$ cat src/rtl/cdr_period_ctrl.sv
`default_nettype none
// ------------------------------------------------------------------
// cdr_period_ctrl: vote-driven sample-period controller for a CDR loop
// Rev 1.0
// ------------------------------------------------------------------
module cdr_period_ctrl #(
  parameter int W       = 6,
  parameter int P_NOM   = 25,
  parameter int P_MIN   = 23,
  parameter int P_MAX   = 27,
  parameter int STEP    = 2,
  parameter int VOTE_TH = 4,
  parameter int LOCK_N  = 8
) (
  input  logic         i_clk,
  input  logic         i_rst,
  input  logic         i_en,
  input  logic         i_clr,
  input  logic         i_T,
  input  logic         i_E,
  output logic [W-1:0] o_nb_P,
  output logic         o_sample,
  output logic         o_lock,
  output logic         o_sat
);

  localparam int AW = $clog2(VOTE_TH + 1) + 1;
  localparam int LW = $clog2(LOCK_N + 1);

  localparam logic signed [AW-1:0] c_TH_POS = AW'(VOTE_TH);
  localparam logic signed [AW-1:0] c_TH_NEG = -c_TH_POS;
  localparam logic signed [AW-1:0] c_ONE    = AW'(1);
  localparam logic [W:0]           c_STEP   = (W+1)'(STEP);
  localparam logic [W:0]           c_PMIN   = (W+1)'(P_MIN);
  localparam logic [W:0]           c_PMAX   = (W+1)'(P_MAX);
  localparam logic [W:0]           c_ONE_P  = (W+1)'(1);
  localparam logic [W-1:0]         c_PNOM   = W'(P_NOM);
  localparam logic [LW-1:0]        c_LOCK   = LW'(LOCK_N);

  logic [W-1:0]         cnt_q, cnt_d;
  logic [W-1:0]         nb_p_q, nb_p_d;
  logic signed [AW-1:0] acc_q, acc_d;
  logic [LW-1:0]        lock_cnt_q, lock_cnt_d;
  logic                 lock_q, lock_d;

  logic [W:0]           w_p_x, w_p_up, w_p_dn, w_last;
  logic                 w_can_up, w_can_dn, w_wrap;
  logic signed [AW-1:0] w_acc_nx;
  logic                 w_hit_up, w_hit_dn, w_adj_up, w_adj_dn, w_adj, w_blk;

  // Bound checks run one bit wider than the period so neither direction can wrap.
  assign w_p_x    = {1'b0, nb_p_q};
  assign w_p_up   = w_p_x + c_STEP;
  assign w_p_dn   = w_p_x - c_STEP;
  assign w_last   = w_p_x - c_ONE_P;
  assign w_can_up = (w_p_up <= c_PMAX);
  assign w_can_dn = (w_p_x >= c_STEP) && (w_p_dn >= c_PMIN);
  assign w_wrap   = ({1'b0, cnt_q} == w_last);

  assign o_sample = i_en & w_wrap;
  assign o_nb_P   = nb_p_q;
  assign o_lock   = lock_q;
  assign o_sat    = ~w_can_up | ~w_can_dn;

  always_comb begin
    w_acc_nx = acc_q;
    if (i_en && i_T) begin
      if (i_E) begin
        if (acc_q < c_TH_POS) w_acc_nx = acc_q + c_ONE;
      end else begin
        if (acc_q > c_TH_NEG) w_acc_nx = acc_q - c_ONE;
      end
    end
  end

  assign w_hit_up = (w_acc_nx >= c_TH_POS);
  assign w_hit_dn = (w_acc_nx <= c_TH_NEG);
  assign w_adj_up = o_sample & w_hit_up & w_can_up;
  assign w_adj_dn = o_sample & w_hit_dn & w_can_dn;
  assign w_adj    = w_adj_up | w_adj_dn;
  assign w_blk    = o_sample & ((w_hit_up & ~w_can_up) | (w_hit_dn & ~w_can_dn));

  always_comb begin
    cnt_d      = cnt_q;
    nb_p_d     = nb_p_q;
    acc_d      = acc_q;
    lock_cnt_d = lock_cnt_q;
    lock_d     = lock_q;
    if (i_clr) begin
      cnt_d      = '0;
      nb_p_d     = c_PNOM;
      acc_d      = '0;
      lock_cnt_d = '0;
      lock_d     = 1'b0;
    end else if (i_en) begin
      // The new period takes effect on the same edge the counter wraps.
      cnt_d = w_wrap ? '0 : cnt_q + W'(1);
      acc_d = (w_adj || w_blk) ? '0 : w_acc_nx;
      if (w_adj_up)      nb_p_d = w_p_up[W-1:0];
      else if (w_adj_dn) nb_p_d = w_p_dn[W-1:0];
      if (o_sample) begin
        if (w_adj)                    lock_cnt_d = '0;
        else if (lock_cnt_q != c_LOCK) lock_cnt_d = lock_cnt_q + LW'(1);
      end
      lock_d = (lock_cnt_d == c_LOCK);
    end
  end

  always_ff @(posedge i_clk or posedge i_rst) begin
    if (i_rst) begin
      cnt_q      <= '0;
      nb_p_q     <= c_PNOM;
      acc_q      <= '0;
      lock_cnt_q <= '0;
      lock_q     <= 1'b0;
    end else begin
      cnt_q      <= cnt_d;
      nb_p_q     <= nb_p_d;
      acc_q      <= acc_d;
      lock_cnt_q <= lock_cnt_d;
      lock_q     <= lock_d;
    end
  end

endmodule
`default_nettype wire

$ cat config.mk
export PLATFORM = sky130hd
export DESIGN_NAME = cdr_period_ctrl
export DESIGN_NICKNAME = d
export VERILOG_FILES = /design/src/rtl/cdr_period_ctrl.sv
export SDC_FILE = /design/constraint.sdc
export NUM_CORES = 1
export LEC_CHECK = 0
export CAP_MARGIN = 40
export CORE_ASPECT_RATIO = 0.75
export CORE_MARGIN = 4
export CORE_UTILIZATION = 50
export CTS_BUF_LIST = sky130_fd_sc_hd__clkbuf_4
export CTS_CLUSTER_SIZE = 20
export DETAILED_ROUTE_END_ITERATION = 16
export DONT_BUFFER_PORTS = 1
export PLACE_DENSITY = 0.75
export SLEW_MARGIN = 10
export SYNTH_ARGS = -nofsm -noshare
export SYNTH_HDL_FRONTEND = slang
export SYNTH_SLANG_ARGS = --single-unit
$ cat constraint.sdc
create_clock -name i_clk -period 5.75 [get_ports i_clk]
set_clock_uncertainty 0.1 [all_clocks]
set_input_delay 0.8625 -clock i_clk [delete_from_list [all_inputs] [get_ports i_clk]]
set_output_delay 0.8625 -clock i_clk [all_outputs]
set_load 0.01 [all_outputs]
==> results of run 1 <==
-- path summary, 6_finish.rpt --
check	startpoint	end	slack, ps	cells past startpoint
max	o_nb_P[0]$_DFFE_PP1P_	o_sample	1910	7
max reg2reg	o_nb_P[0]$_DFFE_PP1P_	o_lock$_DFFE_PP0P_	2130	9
min in group i_clk	cnt_q[3]$_DFFE_PP0P_	cnt_q[3]$_DFFE_PP0P_	470	1
min reg2reg	cnt_q[3]$_DFFE_PP0P_	cnt_q[3]$_DFFE_PP0P_	470	1
min	i_rst	acc_q[0]$_DFFE_PP0P_	220	1
max in group asynchronous	i_rst	o_nb_P[4]$_DFFE_PP1P_	4900	2
-- Yosys cell counts, types with 3 or more instances --
master	number
nand3_1	7
o21ai_1	4
ha_1	12
dfrtp_1	18
dfstp_2	3
clkbuf_1	5
xnor2_1	9
o211ai_1	5
nand4_1	5
and3_1	3
o31ai_1	4
nand2b_1	6
nor2_1	16
nand2_1	22
or2_1	3
o21ai_0	10
buf_2	6
a21oi_1	7
nor3_1	8
nand3b_1	3
nor2b_1	6
o21a_1	3
inv_1	13
a22o_1	3
xor2_1	3
nor4_1	3
nor3b_1	3
-- logic make-up after synthesis --
group | synth area share (%)
AND/OR/NAND/NOR | 29.1
AO/OA/AOI/OAI | 23.2
buffers and inverters | 6.61
flip-flops | 26.6
XOR/XNOR | 6.48
adder cells (fa/ha/maj) | 7.55
multiplexers | 0.503
-- sequential cells by signal (all words and copies together), names as in the netlist --
register	count
lock_cnt_q	4
acc_q	4
o_nb_P	6
o_lock	1
cnt_q	6
-- power by group --
part           switching, mW  leakage (nW)  internal (mW)
logic                 0.0203         0.520         0.0139
clock network         0.0478        0.0184         0.0318
registers            0.00545         0.280          0.151
total                 0.0736         0.819          0.197
-- layout make-up --
type	instances	area share, %
flip-flops and latches	21	26.0
clock buffers	4	1.48
repair buffers	1	1.35
inverters	14	2.59
multi-input cells	187	65.3
well taps	52	3.20
-- routing by layer --
metal,share of wire [%],global-route usage [%],vias to the layer above
met3,6.9,4.76,4
met5,0,0,-
li1,-,-,857
met2,41,26.1,50
met4,0.82,4.22,0
met1,51,30.7,848
-- stage by stage --
step | power [mW] | worst slack [ps] | util [%] | cells
floorplan | 0.186 | 2690 | - | 236
global placement | 0.190 | 2230 | 52.9 | 274
detailed placement | 0.193 | 2220 | 53.6 | 275
CTS | 0.274 | 1940 | 54.4 | 279
global route | 0.285 | 1650 | 54.4 | 279
finish | 0.270 | 1910 | 54.4 | 279
-- critical path, cell delays in order (launching register included) --
cell	delay, ps
dfstp_2	690
inv_1	120
ha_1	340
xor2_1	160
o211ai_1	190
nor4_4	650
nand2_1	240
inv_1	180
==> flow_metrics.tcl, run 1 <==
set metrics [dict create \
    drive_gt1_share_pct 8.81 \
    synth_seq_cells 21 \
    async_flop_share_pct 100 \
    start_kind "flip-flop" \
    worst_ir_drop_vdd_mv 0.0733 \
    hpwl_microns 3530 \
    fillCellCount 369 \
    die_width_microns 80.8 \
    design.core.area_sq_um 3730 \
    nets 246 \
    cts_tree "done" \
    syn-cell-area_sq_um 1990 \
    regArea_sq_um 529 \
    ant_nets 0 \
    mostFrequentLayoutCell "nand2_1" \
    place_area_sq_um 2000 \
    num_rows 19 \
    ctsHoldBuffers 0 \
    drv_slew 0 \
    finalSetupViolations 0 \
    cts_num_sinks 21 \
    whs_ps 224 \
    hold_violations 0 \
    start_util_pct 53.3 \
    crit_path_end_kind "primary output" \
    synth_top_cell_by_area "dfrtp_1" \
    synth_top_area_share_pct 22.7 \
    cts.path.max_buffers 2 \
    criticalPathCategory "flip-flop to primary output" \
    grt_overflow 0 \
    maxCapViolations 0 \
    dieArea_sq_um 5060 \
    grt_pass1_vias 1559 \
    synthTopCellsByArea "dfrtp_1 23%, ha_1 7.6%, nand2_1 4.2%" \
    clk_pin_slew_ps 130 \
    cts-htree-levels 1 \
    diodes 0 \
    multi_input_area_sq_um 1330 \
    fin_tns_setup_ps 0 \
    cts_resized 0 \
    via_count 1759 \
    grt_pass1_wl_microns 7860 \
    synth_flop_cell "dfrtp_1" \
    cp_data_arrival_time_ps 2880 \
    port_buffers 0 \
    syn_inst 236 \
    power_density_nw_per_um2 133 \
    drtIter0Drc 182 \
    syn_nets 254 \
    gp_congestion 0.903 \
    cts_buffers 3 \
    globalRouteTotalUtil_pct 19.5 \
    slew_headroom_pct 43.4 \
    chipHeight_microns 62.6 \
    syn_avg_cell_area_sq_um 8.42 \
    leakage_nw 0.819 \
    worst_slew_pin_slew_ps 845 \
    fin_crit_sh_pct 66.8 \
    finish.instance_area_sq_um 2030 \
    grt_setup_unrepaired "false" \
    wl_microns 4640 \
    crit_fanout 13 \
    antenna_found_initial 0 \
    worstSkewPairLatency_ps 310 \
    grt_max_degree 20 \
    ys_seq_area_share_pct 26.6 \
    fin_crit_ps 3840 \
    first_pass_iters 4 \
    yosysUniqueCellTypes 64 \
    fmax_ghz 0.260 \
    synth-edff-count 0 \
    yosysWarnings 0 \
    cp.required_ps 4790 \
    wl_per_cell_microns 16.6 \
    mostFrequentLayoutCells "22 x nand2_1, 18 x dfrtp_1, 16 x nor2_1" \
    ios 15 \
    viasPerCell 6.30 \
    status "finished, final reports clean" \
    cts_root_buffer "clkbuf_4" \
    syn_to_final_growth_pct 2.20 \
    drc 0 \
    post-cts-setup-buffers 0 \
    hold_path_class "primary input to async pin" \
]
No activity file was read; power rests on OpenSTA's default activity.
==> inputs of run 2 (changes only) <==
==> constraint.sdc (replaced) <==
create_clock -name i_clk -period 3.6 [get_ports i_clk]
set_clock_uncertainty 0.1 [all_clocks]
set_input_delay 0.54 -clock i_clk [delete_from_list [all_inputs] [get_ports i_clk]]
set_output_delay 0.54 -clock i_clk [all_outputs]
set_load 0.01 [all_outputs]
==> flow_metrics.tcl, run 2 (synthesis results as in run 1) <==
set metrics [dict create \
    cts_tree "done" \
    worst_ir_drop_vdd_mv 0.124 \
    mostFrequentLayoutCell "nand2_1" \
    multi_input_area_sq_um 1330 \
    power.total_mw 0.431 \
    crit_path_end_kind "primary output" \
    drc 0 \
    cts_root_buffer "clkbuf_4" \
    wl_per_cell_microns 16.4 \
    r2r_slack_ps 230 \
    fin_crit_sh_pct 94.5 \
    clk_pin_slew_ps 130 \
    power_density_nw_per_um2 210 \
    grt_pass1_wl_microns 7620 \
    grt_max_degree 17 \
    chipHeight_microns 62.6 \
    num_rows 19 \
    fin_tns_setup_ps 0 \
    wl_microns 4660 \
    place_inst 278 \
    worst_slew_pin_slew_ps 818 \
    finalSetupViolations 0 \
    cts-htree-levels 1 \
    cts.path.max_buffers 2 \
    worstSetupStartpoint "o_nb_P[0]$_DFFE_PP1P_" \
    antenna_found_initial 0 \
    nets 251 \
    cts_num_sinks 21 \
    first_pass_iters 6 \
    rr_startpoint "o_nb_P[0]$_DFFE_PP1P_" \
    cts_buffers 3 \
    hold_path_class "primary input to async pin" \
    port_buffers 0 \
    maxCapViolations 0 \
    criticalPathCategory "flip-flop to primary output" \
    grt_setup_unrepaired "false" \
    drtIter0Drc 224 \
    worstSkewPairLatency_ps 310 \
    rr_endpoint "o_nb_P[5]$_DFFE_PP0P_" \
    whs_ps 15.5 \
    design.core.area_sq_um 3730 \
    status "finished, final reports clean" \
    fillCellCount 344 \
    globalRouteTotalUtil_pct 18.8 \
    endpoint "o_sample" \
    regArea_sq_um 529 \
    start_kind "flip-flop" \
    fmax_ghz 0.294 \
    slew_headroom_pct 45.3 \
    reg2reg_depth 10 \
    grt_pass1_vias 1568 \
    hold_violations 0 \
    via_count 1809 \
    ctsHoldBuffers 0 \
    crit_fanout 10 \
    dieArea_sq_um 5060 \
    die_width_microns 80.8 \
    drv_slew 0 \
    viasPerCell 6.37 \
    fin_util_pct 55.1 \
    start_util_pct 53.3 \
    drive_gt1_share_pct 10.8 \
    cp_data_arrival_time_ps 2760 \
    instances_no_fill 284 \
    grt_overflow 0 \
    leakage_nw 0.839 \
    ios 15 \
    gp_congestion 0.902 \
    cp.required_ps 2960 \
    fin_crit_ps 3400 \
    ant_nets 0 \
    syn_to_final_growth_pct 3.46 \
    diodes 0 \
    mostFrequentLayoutCells "22 x nand2_1, 18 x dfrtp_1, 16 x nor2_1" \
    hpwl_microns 3540 \
]
-- run 2: changes by cell type in the layout (fill, tap and decap cells not counted) --
cell and delta:
buf_8 +1, buf_16 -1, buf_4 +5
-- run 2: final cells by class --
type,count,area share [%]
multi-input cells,187,64.5
flip-flops and latches,21,25.7
well taps,52,3.16
repair buffers,6,2.55
inverters,14,2.55
clock buffers,4,1.46
-- run 2: worst min path at each step --
stage,startpoint,end,cells past startpoint
floorplan,i_rst,acc_q[0]$_DFFE_PP0P_,1
CTS,i_rst,o_nb_P[5]$_DFFE_PP0P_,1
finish,i_rst,o_nb_P[5]$_DFFE_PP0P_,1
global route,i_rst,o_nb_P[5]$_DFFE_PP0P_,1
global placement,o_nb_P[0]$_DFFE_PP1P_,o_nb_P[0]$_DFFE_PP1P_,2
detailed placement,i_rst,acc_q[1]$_DFFE_PP0P_,1
-- run 2: timing repair --
action                     4_1_cts  5_1_grt
resized for setup                0        0
setup endpoints to repair        0        2
setup buffers                    0        2
hold endpoints to repair         0        0
-- run 2: critical path, cell delays in order, from the launching register on --
cell	delay [ps]
dfstp_2	550
inv_1	60
ha_1	210
xor3_1	360
a31o_2	250
nor4_4	580
nand2_1	250
inv_1	180
-- run 2: layer usage --
layer	vias up	global-route usage, %	part of all wire [%]
li1	865	-	-
met1	841	28.9	47
met2	96	25.5	41
met3	7	5.48	11
met4	0	3.80	1.0
met5	-	0	0
-- run 2: where the power goes --
| group | total, mW | leakage, nW | switching (mW) | internal [mW] |
|---|---|---|---|---|
| Clock | 0.128 | 0.0184 | 0.0775 | 0.0508 |
| Combinational | 0.0534 | 0.541 | 0.0326 | 0.0207 |
| Sequential | 0.250 | 0.280 | 0.00876 | 0.241 |
-- run 2: per-stage QoR --
step	area, sq um	worst slack, ps
floorplan	1990	669
finish	2060	200
CTS	2040	226
global route	2060	26.6
detailed placement	2010	334
global placement	2000	534
==> inputs of run 3 (changes only) <==
--- a/config.mk
+++ b/config.mk
@@ -6,13 +6,14 @@
 export NUM_CORES = 1
 export LEC_CHECK = 0
 export CAP_MARGIN = 40
-export CORE_ASPECT_RATIO = 0.75
+export CORE_ASPECT_RATIO = 1.4
 export CORE_MARGIN = 4
 export CORE_UTILIZATION = 50
 export CTS_BUF_LIST = sky130_fd_sc_hd__clkbuf_4
 export CTS_CLUSTER_SIZE = 20
 export DETAILED_ROUTE_END_ITERATION = 16
 export DONT_BUFFER_PORTS = 1
+export MAX_ROUTING_LAYER = met4
 export PLACE_DENSITY = 0.75
 export SLEW_MARGIN = 10
 export SYNTH_ARGS = -nofsm -noshare
==> flow_metrics.tcl, run 3 (synthesis results as in run 1) <==
set metrics [dict create \
    status "finished, final reports clean" \
    cts-htree-levels 1 \
    drtIter0Drc 74 \
    fin_tns_setup_ps 0 \
    crit_fanout 13 \
    power.total_mw 0.427 \
    antenna_found_initial 0 \
    via_count 1756 \
    grt_pass1_vias 1719 \
    syn_to_final_growth_pct 2.58 \
    hpwl_microns 3630 \
    start_kind "flip-flop" \
    cts_root_buffer "clkbuf_4" \
    chipHeight_microns 82.6 \
    cts_num_sinks 21 \
    hold_path_class "primary input to flip-flop" \
    grt_setup_unrepaired "false" \
    worst_slew_pin_slew_ps 724 \
    cp.required_ps 2960 \
    die_width_microns 61.3 \
    post-place-ws_ps 412 \
    crit_chain "inv_1, ha_1, xor3_1, a31o_2, nor4_4, nand2_1, inv_1" \
    path_common_cell "inv_1" \
    drive_gt1_share_pct 9.96 \
    gp_congestion 0.931 \
    hold_violations 0 \
    cts_tree "done" \
    grt_overflow 0 \
    crit_path_end_kind "primary output" \
    cp_num_buf_inv 2 \
    fin_crit_sh_pct 93.5 \
    viasPerCell 6.43 \
    power_density_nw_per_um2 209 \
    globalRouteTotalUtil_pct 20.9 \
    cpMaxStageDelayCell "dfstp_2" \
    grt_pass1_wl_microns 7930 \
    ant_nets 0 \
    wl_per_cell_microns 17.4 \
    first_pass_iters 4 \
    fin_util_pct 54.5 \
    fin_crit_ps 3370 \
    grt_max_degree 17 \
    design.core.area_sq_um 3740 \
    maxCapViolations 0 \
    diodes 0 \
    cts_resized 0 \
    dieArea_sq_um 5060 \
    cpPeakStageDelay_ps 550 \
    start_util_pct 53.1 \
    worstSkewPairLatency_ps 320 \
    drv_slew 0 \
    criticalPathCategory "flip-flop to primary output" \
    cp_data_arrival_time_ps 2730 \
    fmax_ghz 0.297 \
    place_inst 268 \
    leakage_nw 0.828 \
    mostFrequentLayoutCells "22 x nand2_1, 18 x dfrtp_1, 16 x nor2_1" \
    mostFrequentLayoutCell "nand2_1" \
    crit_family "simple AND/OR/NAND/NOR gates" \
    cts.path.max_buffers 2 \
    nets 250 \
    finish.instance_area_sq_um 2040 \
    worst_ir_drop_vdd_mv 0.229 \
    num_rows 26 \
    finalSetupViolations 0 \
    clk_pin_slew_ps 130 \
    slew_headroom_pct 51.5 \
    instances_no_fill 273 \
    wl_microns 4750 \
    cts_buffers 3 \
    finalWorstSetupSlack_ps 232 \
    port_buffers 0 \
    place_area_sq_um 2000 \
    fillCellCount 350 \
    ios 15 \
    drc 0 \
    whs_ps 163 \
]
run 3: cell count changes in the layout (fill, tap and decap cells not counted), sizes merged:
cell,previous run,this run
buf,6,4
clkbuf,4,3
clkinvlp,0,1
dlygate4sd3,0,1
run 3: worst paths after layout:
path	start	end	slack (ps)	depth (start not counted)
setup / recovery	o_nb_P[0]$_DFFE_PP1P_	o_sample	230	7
hold / removal	i_clr	lock_cnt_q[1]$_DFFE_PP0P_	160	1
setup reg to reg	o_nb_P[0]$_DFFE_PP1P_	o_lock$_DFFE_PP0P_	340	9
hold reg to reg	o_nb_P[0]$_DFFE_PP1P_	o_nb_P[0]$_DFFE_PP1P_	430	2
max in group asynchronous	i_rst	o_nb_P[4]$_DFFE_PP1P_	2400	3
min in group asynchronous	i_rst	lock_cnt_q[1]$_DFFE_PP0P_	510	2
run 3: cell type report:
cell class / count / area (sq um) / share of cell area, %
clock buffer: 3 / 22.5 / 1.10
inverter: 14 / 52.6 / 2.58
sequential: 21 / 529 / 26.0
clock inverter: 1 / 7.51 / 0.368
multi-input combinational: 187 / 1330 / 65.1
timing repair buffer: 5 / 47.5 / 2.33
tap: 42 / 52.6 / 2.58
run 3: routing by layer:
layer / share of wire, % / track usage [%] / vias to the layer above
met4: 1.8 / 6.07 / 0
met5: 0 / - / -
met1: 41 / 23.7 / 826
met3: 4.9 / 4.20 / 12
met2: 52 / 36.2 / 58
li1: - / - / 860
run 3: where the power goes:
part           total (mW)  internal [mW]  switching (mW)
Combinational      0.0525         0.0213          0.0312
Sequential          0.250          0.241         0.00856
Clock               0.125         0.0425          0.0826
Total               0.427          0.305           0.122
run 3: timing repair:
action,CTS,global route
buffers inserted,0,0
hold endpoints to repair,8,0
endpoints found under the setup margin,0,0
hold buffers,1,0
